### src/rtl/input_conditioner.sv
// input_conditioner: synchronize, debounce and edge/long-press detect raw inputs.
// Revision 1.0
`timescale 1ns/1ps
`default_nettype none

module input_conditioner #(
  parameter int WIDTH          = 8,
  parameter int TICK_CYCLES    = 100000,
  parameter int DEBOUNCE_TICKS = 10,
  parameter int LONG_TICKS     = 1000
) (
  input  logic             CLK100MHZ,
  input  logic             RST_N,
  input  logic [WIDTH-1:0] RAW_IN,
  output logic [WIDTH-1:0] LEVEL,
  output logic [WIDTH-1:0] RISE,
  output logic [WIDTH-1:0] FALL,
  output logic [WIDTH-1:0] LONG,
  output logic [WIDTH-1:0] HELD,
  output logic             TICK
);

  localparam int PW = $clog2(TICK_CYCLES);
  localparam int DW = $clog2(DEBOUNCE_TICKS + 1);
  localparam int HW = $clog2(LONG_TICKS + 1);

  localparam logic [PW-1:0] PRE_LAST = PW'(TICK_CYCLES - 1);
  localparam logic [DW-1:0] DB_LAST  = DW'(DEBOUNCE_TICKS - 1);
  localparam logic [HW-1:0] HOLD_MAX = HW'(LONG_TICKS);

  logic [PW-1:0]    pre_cnt;
  logic [WIDTH-1:0] sync_a;
  logic [WIDTH-1:0] sync_b;

  always_ff @(posedge CLK100MHZ or negedge RST_N) begin
    if (!RST_N) begin
      pre_cnt <= '0;
    end else if (pre_cnt == PRE_LAST) begin
      pre_cnt <= '0;
    end else begin
      pre_cnt <= pre_cnt + 1'b1;
    end
  end

  assign TICK = (pre_cnt == PRE_LAST);

  always_ff @(posedge CLK100MHZ or negedge RST_N) begin
    if (!RST_N) begin
      sync_a <= '0;
      sync_b <= '0;
    end else begin
      sync_a <= RAW_IN;
      sync_b <= sync_a;
    end
  end

  for (genvar i = 0; i < WIDTH; i++) begin : g_chan
    logic [DW-1:0] db_cnt;
    logic [HW-1:0] hold_cnt;
    logic          level_r;
    logic          rise_r;
    logic          fall_r;
    logic          long_r;
    logic          held_r;
    logic          accept;

    // The new value is accepted on the tick that would complete the debounce count.
    assign accept = (sync_b[i] != level_r) && TICK && (db_cnt == DB_LAST);

    always_ff @(posedge CLK100MHZ or negedge RST_N) begin
      if (!RST_N) begin
        db_cnt   <= '0;
        hold_cnt <= '0;
        level_r  <= 1'b0;
        rise_r   <= 1'b0;
        fall_r   <= 1'b0;
        long_r   <= 1'b0;
        held_r   <= 1'b0;
      end else begin
        rise_r <= accept && !level_r;
        fall_r <= accept && level_r;
        long_r <= 1'b0;

        if ((sync_b[i] == level_r) || accept) begin
          db_cnt <= '0;
        end else if (TICK) begin
          db_cnt <= db_cnt + 1'b1;
        end

        if (accept) begin
          level_r <= !level_r;
        end

        // A falling edge wins over a hold tick, so LONG never coincides with FALL.
        if (!level_r || accept) begin
          hold_cnt <= '0;
          held_r   <= 1'b0;
        end else if (TICK && (hold_cnt != HOLD_MAX)) begin
          hold_cnt <= hold_cnt + 1'b1;
          if (hold_cnt == HOLD_MAX - 1'b1) begin
            long_r <= 1'b1;
            held_r <= 1'b1;
          end
        end
      end
    end

    assign LEVEL[i] = level_r;
    assign RISE[i]  = rise_r;
    assign FALL[i]  = fall_r;
    assign LONG[i]  = long_r;
    assign HELD[i]  = held_r;
  end

endmodule

`default_nettype wire

### config.mk
export PLATFORM = sky130hd
export DESIGN_NAME = input_conditioner
export DESIGN_NICKNAME = d
export VERILOG_FILES = /design/src/rtl/input_conditioner.sv
export SDC_FILE = /design/constraint.sdc
export NUM_CORES = 1
export LEC_CHECK = 0
export CAP_MARGIN = 10
export CORE_ASPECT_RATIO = 1.25
export CORE_MARGIN = 3
export CORE_UTILIZATION = 44
export CTS_BUF_LIST = sky130_fd_sc_hd__clkbuf_16
export DETAILED_ROUTE_END_ITERATION = 10
export SLEW_MARGIN = 20
export SYNTH_ARGS = -nofsm -noshare
export SYNTH_HDL_FRONTEND = slang
export SYNTH_SLANG_ARGS = --single-unit
export TNS_END_PERCENT = 5
### constraint.sdc
create_clock -name CLK100MHZ -period 1.88 [get_ports CLK100MHZ]
set_clock_uncertainty 0.05 [all_clocks]
set_input_delay 0.282 -clock CLK100MHZ [delete_from_list [all_inputs] [get_ports CLK100MHZ]]
set_output_delay 0.282 -clock CLK100MHZ [all_outputs]
set_load 0.05 [all_outputs]
==> results of run 1 <==
-- area by class of cell --
type,instances,area [um2]
clock inverters,15,183
flip-flops and latches,185,4630
inverters,54,203
fillers,1863,9330
multi-input cells,632,4320
clock buffers,17,425
well taps,274,343
repair buffers,149,1380
-- registers in the layout, indices dropped and copies added, names as in the netlist --
name             count
g_chan.db_cnt       32
g_chan.fall_r        8
g_chan.held_r        8
g_chan.hold_cnt     80
g_chan.level_r       8
g_chan.long_r        8
g_chan.rise_r        8
pre_cnt             17
sync_a               8
sync_b               8
-- per-stage QoR --
step / area [um2] / TNS [ns] / setup WS, ns / util [%]
after floorplan: 9430 / -12.16 / -0.151 / -
after global placement: 10500 / -7.45 / -0.132 / 50.4
after detailed placement: 10500 / -11.26 / -0.183 / 50.4
after CTS: 11300 / -7.13 / -0.163 / 54.1
after global routing: 11500 / -20.81 / -0.279 / 55.2
final: 11500 / -8.67 / -0.187 / 55.2
-- layer usage --
metal / vias to the layer above / track usage (%) / wire, um
met1: 3630 / 24.8 / 9300
met4: 0 / 5.39 / 255
met5: - / 0 / 0
li1: 3639 / - / -
met3: 15 / 2.82 / 483
met2: 84 / 30.1 / 10100
-- synth_stat cells, types with 2 or more instances --
cell type	instances	area, um2
xor2_1	9	78.8
nand4_1	27	169
or3_1	43	269
and2_1	4	25.0
nand4b_1	3	26.3
dfrtp_1	185	4630
and3b_1	5	43.8
o31ai_1	29	218
nand4_2	2	25.0
nor2_1	18	67.6
nand3b_1	6	45.0
a31oi_1	2	12.5
and4bb_2	2	25.0
nor3b_1	12	90.1
buf_2	11	55.1
nand2_1	56	210
inv_1	53	199
clkbuf_1	21	78.8
a21oi_2	2	17.5
nand2b_1	11	68.8
buf_4	41	308
xnor2_1	12	105
ha_1	33	413
or4_1	45	338
a21o_1	2	15.0
a31o_2	6	52.6
a41oi_1	6	52.6
nor3_1	5	25.0
o21ai_0	68	340
nor4b_1	4	35.0
nor4_1	13	81.3
a21oi_1	113	566
buf_1	2	7.51
a311oi_1	6	52.6
and3_1	11	68.8
and4_1	6	52.6
mux2_2	6	67.6
nand3_1	55	275
o31ai_2	2	25.0
or4_4	2	22.5
-- cell families (layout without fill, tap and decap cells) --
logic type / after synthesis / in the layout / share of synthesized area, %
adders and majority gates: 33 / 33 / 4.42
muxes: 6 / 6 / 0.723
AOI/OAI and AO/OA: 238 / 238 / 14.7
buffers and inverters: 131 / 235 / 7.15
xor gates and xnor gates: 21 / 21 / 1.97
DFF: 185 / 185 / 49.5
and+or+nand+nor: 334 / 334 / 21.5
-- final timing paths --
path	startpoint	endpoint	slack [ns]	cells after the start
min reg2reg	sync_a[4]$_DFF_PN0_	sync_b[4]$_DFF_PN0_	0.30	0
max	pre_cnt[0]$_DFF_PN0_	g_chan[7].hold_cnt[5]$_DFFE_PN0P_	-0.19	7
max reg2reg	pre_cnt[0]$_DFF_PN0_	g_chan[7].hold_cnt[5]$_DFFE_PN0P_	-0.19	7
min	RAW_IN[5]	sync_a[5]$_DFF_PN0_	0.23	1
max in group asynchronous	RST_N	pre_cnt[12]$_DFF_PN0_	0.81	3
min in group asynchronous	RST_N	g_chan[7].long_r$_DFF_PN0_	0.33	2
-- timing repair --
action	in CTS	in global routing
endpoints found under the hold margin	47	0
hold buffers	1	0
buffers inserted	8	2
pin swaps	66	14
endpoints found under the setup margin	156	141
gates cloned	2	0
resized for setup	61	53
-- power by group --
| part | total [uW] | switching (uW) | internal [uW] |
|---|---|---|---|
| clock | 3740 | 1710 | 2020 |
| combinational | 138 | 95.2 | 42.9 |
| sequential | 4010 | 15.3 | 3990 |
| total | 7880 | 1820 | 6060 |
==> impl_results.md, run 1 <==
* Worst-path cell chain: ha_2, and4_4, buf_12, nand4_4, buf_12, or4_1, a21oi_1
* Initial core utilization at 44.9%
* Port Buf Inserts at 50
* Relative slew slack at 64.5%
* Violated checks: negative setup slack
* LEAKAGE at 0.00467 uW
* Pwr dens at 686 nW/um2
* Final Power at 7880 uW
* Post-Syn Nets at 991
* FFs w/ async S/R, synth at 100%
* Clk slew on worst S/H paths at 0.08 ns
* Worst-Margin Slew at 0.528 ns
* CTS Buf Count at 17
* Die area at 23000 um2
* Number of standard cells in the final layout excluding fillers at 1326
* Crit-path most repeated cell: buf_12
* Post-route setup slack at -0.187 ns
* Via Count at 7368
* Hold WC Path Type: in -> reg
* CP Data Arrival Time at 2.38 ns
* Drt initial violations at 429
* Worst path max stage delay at 0.52 ns
* Clock Sinks at 185
* Yosys warning total at 0
* Commonest non-fill, non-tap cell in the layout: dfrtp_1
* HPWL after DPL at 13.4 mm
* Bufs and invs on worst path at 2
* First-pass GRT wire length at 34.3 mm
* Cells after DPL at 1281
* H-tree levels at 4
* Routed Wire Length at 20.1 mm
* Grt ovf at 0
* CP Capture Type: register
* IO Pins at 51
* Max-cap violations at 0
* Post-DR vias/cell at 5.56
* Mean routed wirelength per cell at 15.2 um
* Synthesized instance count at 948
* Core area at 20800 um2
* Final setup vio count at 117
* Fmax at 484 MHz
* Mapped cell area at 9350 um2
* Critical-path maximum fanout at 39
* Initial antenna violation count at 0
* Vias in the first global route at 7011
* Period utilization at 110%
* Most frequent cells in the layout: dfrtp_1 (185), a21oi_1 (90), buf_4 (83)
* ANT nets after route at 0
* Endpoints failing hold at 0
* Die X at 136 um
* CP max stage cell: or4_1
* Synthesis-to-finish area growth at 22.8%
* Share of layout cells above drive strength 1 at 20.8%
* Main synth FF type: dfrtp_1
* Mean Syn Cell Area at 9.86 um2
* Row Count at 59
* Inserted Diodes at 0
* CTS root buf: clkbuf_16
* Later-pin clock latency in the skew report at 0.43 ns
* Kind of critical path: reg -> reg
* Sequential area share after synthesis at 49.5%
* Drt drc at 0
* Fin nets at 1082
* Largest net degree at the start of global routing at 55
* Startpoint Class: register
* RSZ-0062 raised after global routing: yes
* Outcome: finished with violations
* CTS tree: built
* Final-report max-slew violation count at 0
* Netlist cell types at 49
* Routability Congestion at 0.806
* Final min period at 2.07 ns
* Post-synth EDFFs at 0
* Req. time, crit path at 2.19 ns
* Clk buf depth at 2
* Flops & latches, synth at 185
* Pre-Repair DR Iteration Count at 4
* Die Y at 169 um
* Maximum ir drop on the vdd rail at 0.000608 V
* Family with the most delay on the worst path: simple AND/OR/NAND/NOR gates
* Worst hold slack at 0.229 ns
* Total GRT Usage at 18.2%
Power figures use the tool's default switching activity.
==> inputs of run 2 (changes only) <==
--- a/config.mk
+++ b/config.mk
@@ -6,11 +6,14 @@
 export NUM_CORES = 1
 export LEC_CHECK = 0
 export CAP_MARGIN = 10
+export CELL_PAD_IN_SITES_DETAIL_PLACEMENT = 0
+export CELL_PAD_IN_SITES_GLOBAL_PLACEMENT = 1
 export CORE_ASPECT_RATIO = 1.25
 export CORE_MARGIN = 3
-export CORE_UTILIZATION = 44
+export CORE_UTILIZATION = 43
 export CTS_BUF_LIST = sky130_fd_sc_hd__clkbuf_16
 export DETAILED_ROUTE_END_ITERATION = 10
+export PLACE_DENSITY_LB_ADDON = 0.1
 export SLEW_MARGIN = 20
 export SYNTH_ARGS = -nofsm -noshare
 export SYNTH_HDL_FRONTEND = slang
==> run 2 against run 1 <==
The flow still finishes with violations (negative setup slack). Via count increased by 3.3%. Total power shrank 2.9%. Register-to-register slack worse by 0.18 ns. Hold slack got worse by 0.0030 ns. Cell count barely moved. Largest power group unchanged.
==> impl_results.md, run 2 (synthesis gave the netlist of run 1 again) <==
* Outcome: finished with violations
* Violated checks: negative setup slack
* Drt drc at 0
* Mean routed wirelength per cell at 16.8 um
* Hold WC Path Type: in -> reg
* Post-route cell area at 11600 um2
* Via Count at 7612
* Initial antenna violation count at 0
* Core area at 21100 um2
* Crit-path most repeated cell: buf_12
* Worst hold slack at 0.226 ns
* Port Buf Inserts at 50
* Reg-to-Reg Start: pre_cnt[14]$_DFF_PN0_
* Fmax at 444 MHz
* CP Capture Type: register
* Clock Sinks at 185
* Routed Wire Length at 22.3 mm
* Synthesis-to-finish area growth at 24.4%
* H-tree levels at 4
* CTS root buf: clkbuf_16
* Inserted Diodes at 0
* Startpoint Class: register
* Relative slew slack at 64.1%
* CP max stage cell: or4_4
* Die X at 138 um
* Period utilization at 120%
* Top reg by flops: g_chan.hold_cnt
* Max reg flops at 80
* Routability Congestion at 0.809
* Post-route setup slack at -0.370 ns
* R2r endpoint: g_chan[7].hold_cnt[5]$_DFFE_PN0P_
* Row Count at 59
* CP Data Arrival Time at 2.55 ns
* Final min period at 2.25 ns
* Worst-path cell chain: nor4b_4, buf_4, buf_6, nand4_4, buf_12, buf_12, or4_4, a21oi_2
* Share of layout cells above drive strength 1 at 22.0%
* Most frequent cells in the layout: dfrtp_1 (185), a21oi_1 (94), buf_4 (73)
* Total GRT Usage at 19.3%
* Fin nets at 1081
* CTS Buf Count at 17
* Kind of critical path: reg -> reg
* LEAKAGE at 0.00471 uW
* RSZ-0062 raised after global routing: yes
* Worst Setup EP: g_chan[7].hold_cnt[5]$_DFFE_PN0P_
* Worst-Margin Slew at 0.533 ns
* Critical path origin: pre_cnt[14]$_DFF_PN0_
* Pre-Repair DR Iteration Count at 4
* Pwr dens at 658 nW/um2
* Final-report max-slew violation count at 0
* HPWL after DPL at 14.6 mm
* Initial core utilization at 44.3%
* Clk buf depth at 2
* Req. time, crit path at 2.18 ns
* Endpoints failing hold at 0
* Later-pin clock latency in the skew report at 0.43 ns
* Final setup vio count at 142
* Die Y at 171 um
* ANT nets after route at 0
* Largest net degree at the start of global routing at 56
* Reg-to-reg slack, setup at -0.37 ns
* Maximum ir drop on the vdd rail at 0.000668 V
* IO Pins at 51
* Vias in the first global route at 7615
* Worst path max stage delay at 0.52 ns
* Fillers at 1927
* Setup Total Neg Slack at -25.83 ns
* Post-DR vias/cell at 5.74
* Die area at 23600 um2
* Clk slew on worst S/H paths at 0.08 ns
* Grt ovf at 0
* Regs by FF count: g_chan.hold_cnt (80), g_chan.db_cnt (32), pre_cnt (17)
* CTS tree: built
* Drt initial violations at 322
* Worst-case reg-to-reg path depth at 8
* Commonest non-fill, non-tap cell in the layout: dfrtp_1
* DP Area at 10400 um2
* Max-cap violations at 0
* First-pass GRT wire length at 36.6 mm
* Critical-path maximum fanout at 24
==> run 2: cell types whose count changed in the layout (fill, tap and decap cells not counted), sizes merged <==
cell and delta:
clkinv +5, bufinv -2, clkinvlp -2, dlygate4sd2 -2, buf -1, bufbuf +1, clkbuf +1, inv -1
==> run 2: critical path: cells and delay by family, from the launching register on <==
kind | cells | cell delay, ns
buf+inv | 4 | 0.59
simple gates | 3 | 0.94
compound gates | 1 | 0.16
flops | 1 | 0.41
==> run 2: timing repair <==
action / CTS / global route
hold buffers: 1 / 0
cloned: 4 / 2
hold endpoints to repair: 50 / 0
resized for setup: 64 / 81
buffers inserted: 5 / 8
pin swaps: 13 / 50
endpoints found under the setup margin: 176 / 154
==> run 2: worst min-delay path by stage <==
stage / cells past startpoint / slack (ns) / start / end
CTS: 1 / 0.20 / RAW_IN[5] / sync_a[5]$_DFF_PN0_
floorplan: 0 / -0.06 / RST_N / g_chan[0].db_cnt[0]$_DFFE_PN0P_
global placement: 1 / 0.23 / RST_N / g_chan[4].hold_cnt[3]$_DFFE_PN0P_
finish: 1 / 0.23 / RAW_IN[5] / sync_a[5]$_DFF_PN0_
detailed placement: 1 / 0.24 / RST_N / g_chan[4].hold_cnt[3]$_DFFE_PN0P_
global route: 1 / 0.21 / RAW_IN[2] / sync_a[2]$_DFF_PN0_
==> run 2: through the flow <==
stage,utilization [%],power (uW),std cells,worst slack [ns]
6_report,55.1,7650,1325,-0.370
2_1_floorplan,-,4100,948,-0.151
4_1_cts,53.4,7780,1315,-0.376
3_5_place_dp,49.5,4230,1273,-0.270
3_3_place_gp,49.5,4220,1273,-0.172
5_1_grt,55.1,7960,1325,-0.486
==> run 2: power breakdown <==
| group | switching, uW | total, uW | internal, uW |
|---|---|---|---|
| Combinational | 94.9 | 136 | 40.6 |
| Clock | 1730 | 3510 | 1780 |
| Sequential | 17.1 | 4010 | 3990 |
==> run 2: per-layer routing <==
metal	vias up	global-route usage (%)	routed length, um
met2	95	34.1	11900
met4	0	6.96	332
met3	22	3.09	431
met1	3854	23.8	9700
met5	-	0	0
li1	3641	-	-
==> run 2: layout make-up <==
cell class	instances	area, um2	area share [%]
flip-flops and latches	185	4630	39.8
well taps	274	343	2.95
clock buffers	17	425	3.66
repair buffers	148	1490	12.8
inverters	54	205	1.76
multi-input cells	632	4380	37.7
clock inverters	15	154	1.32
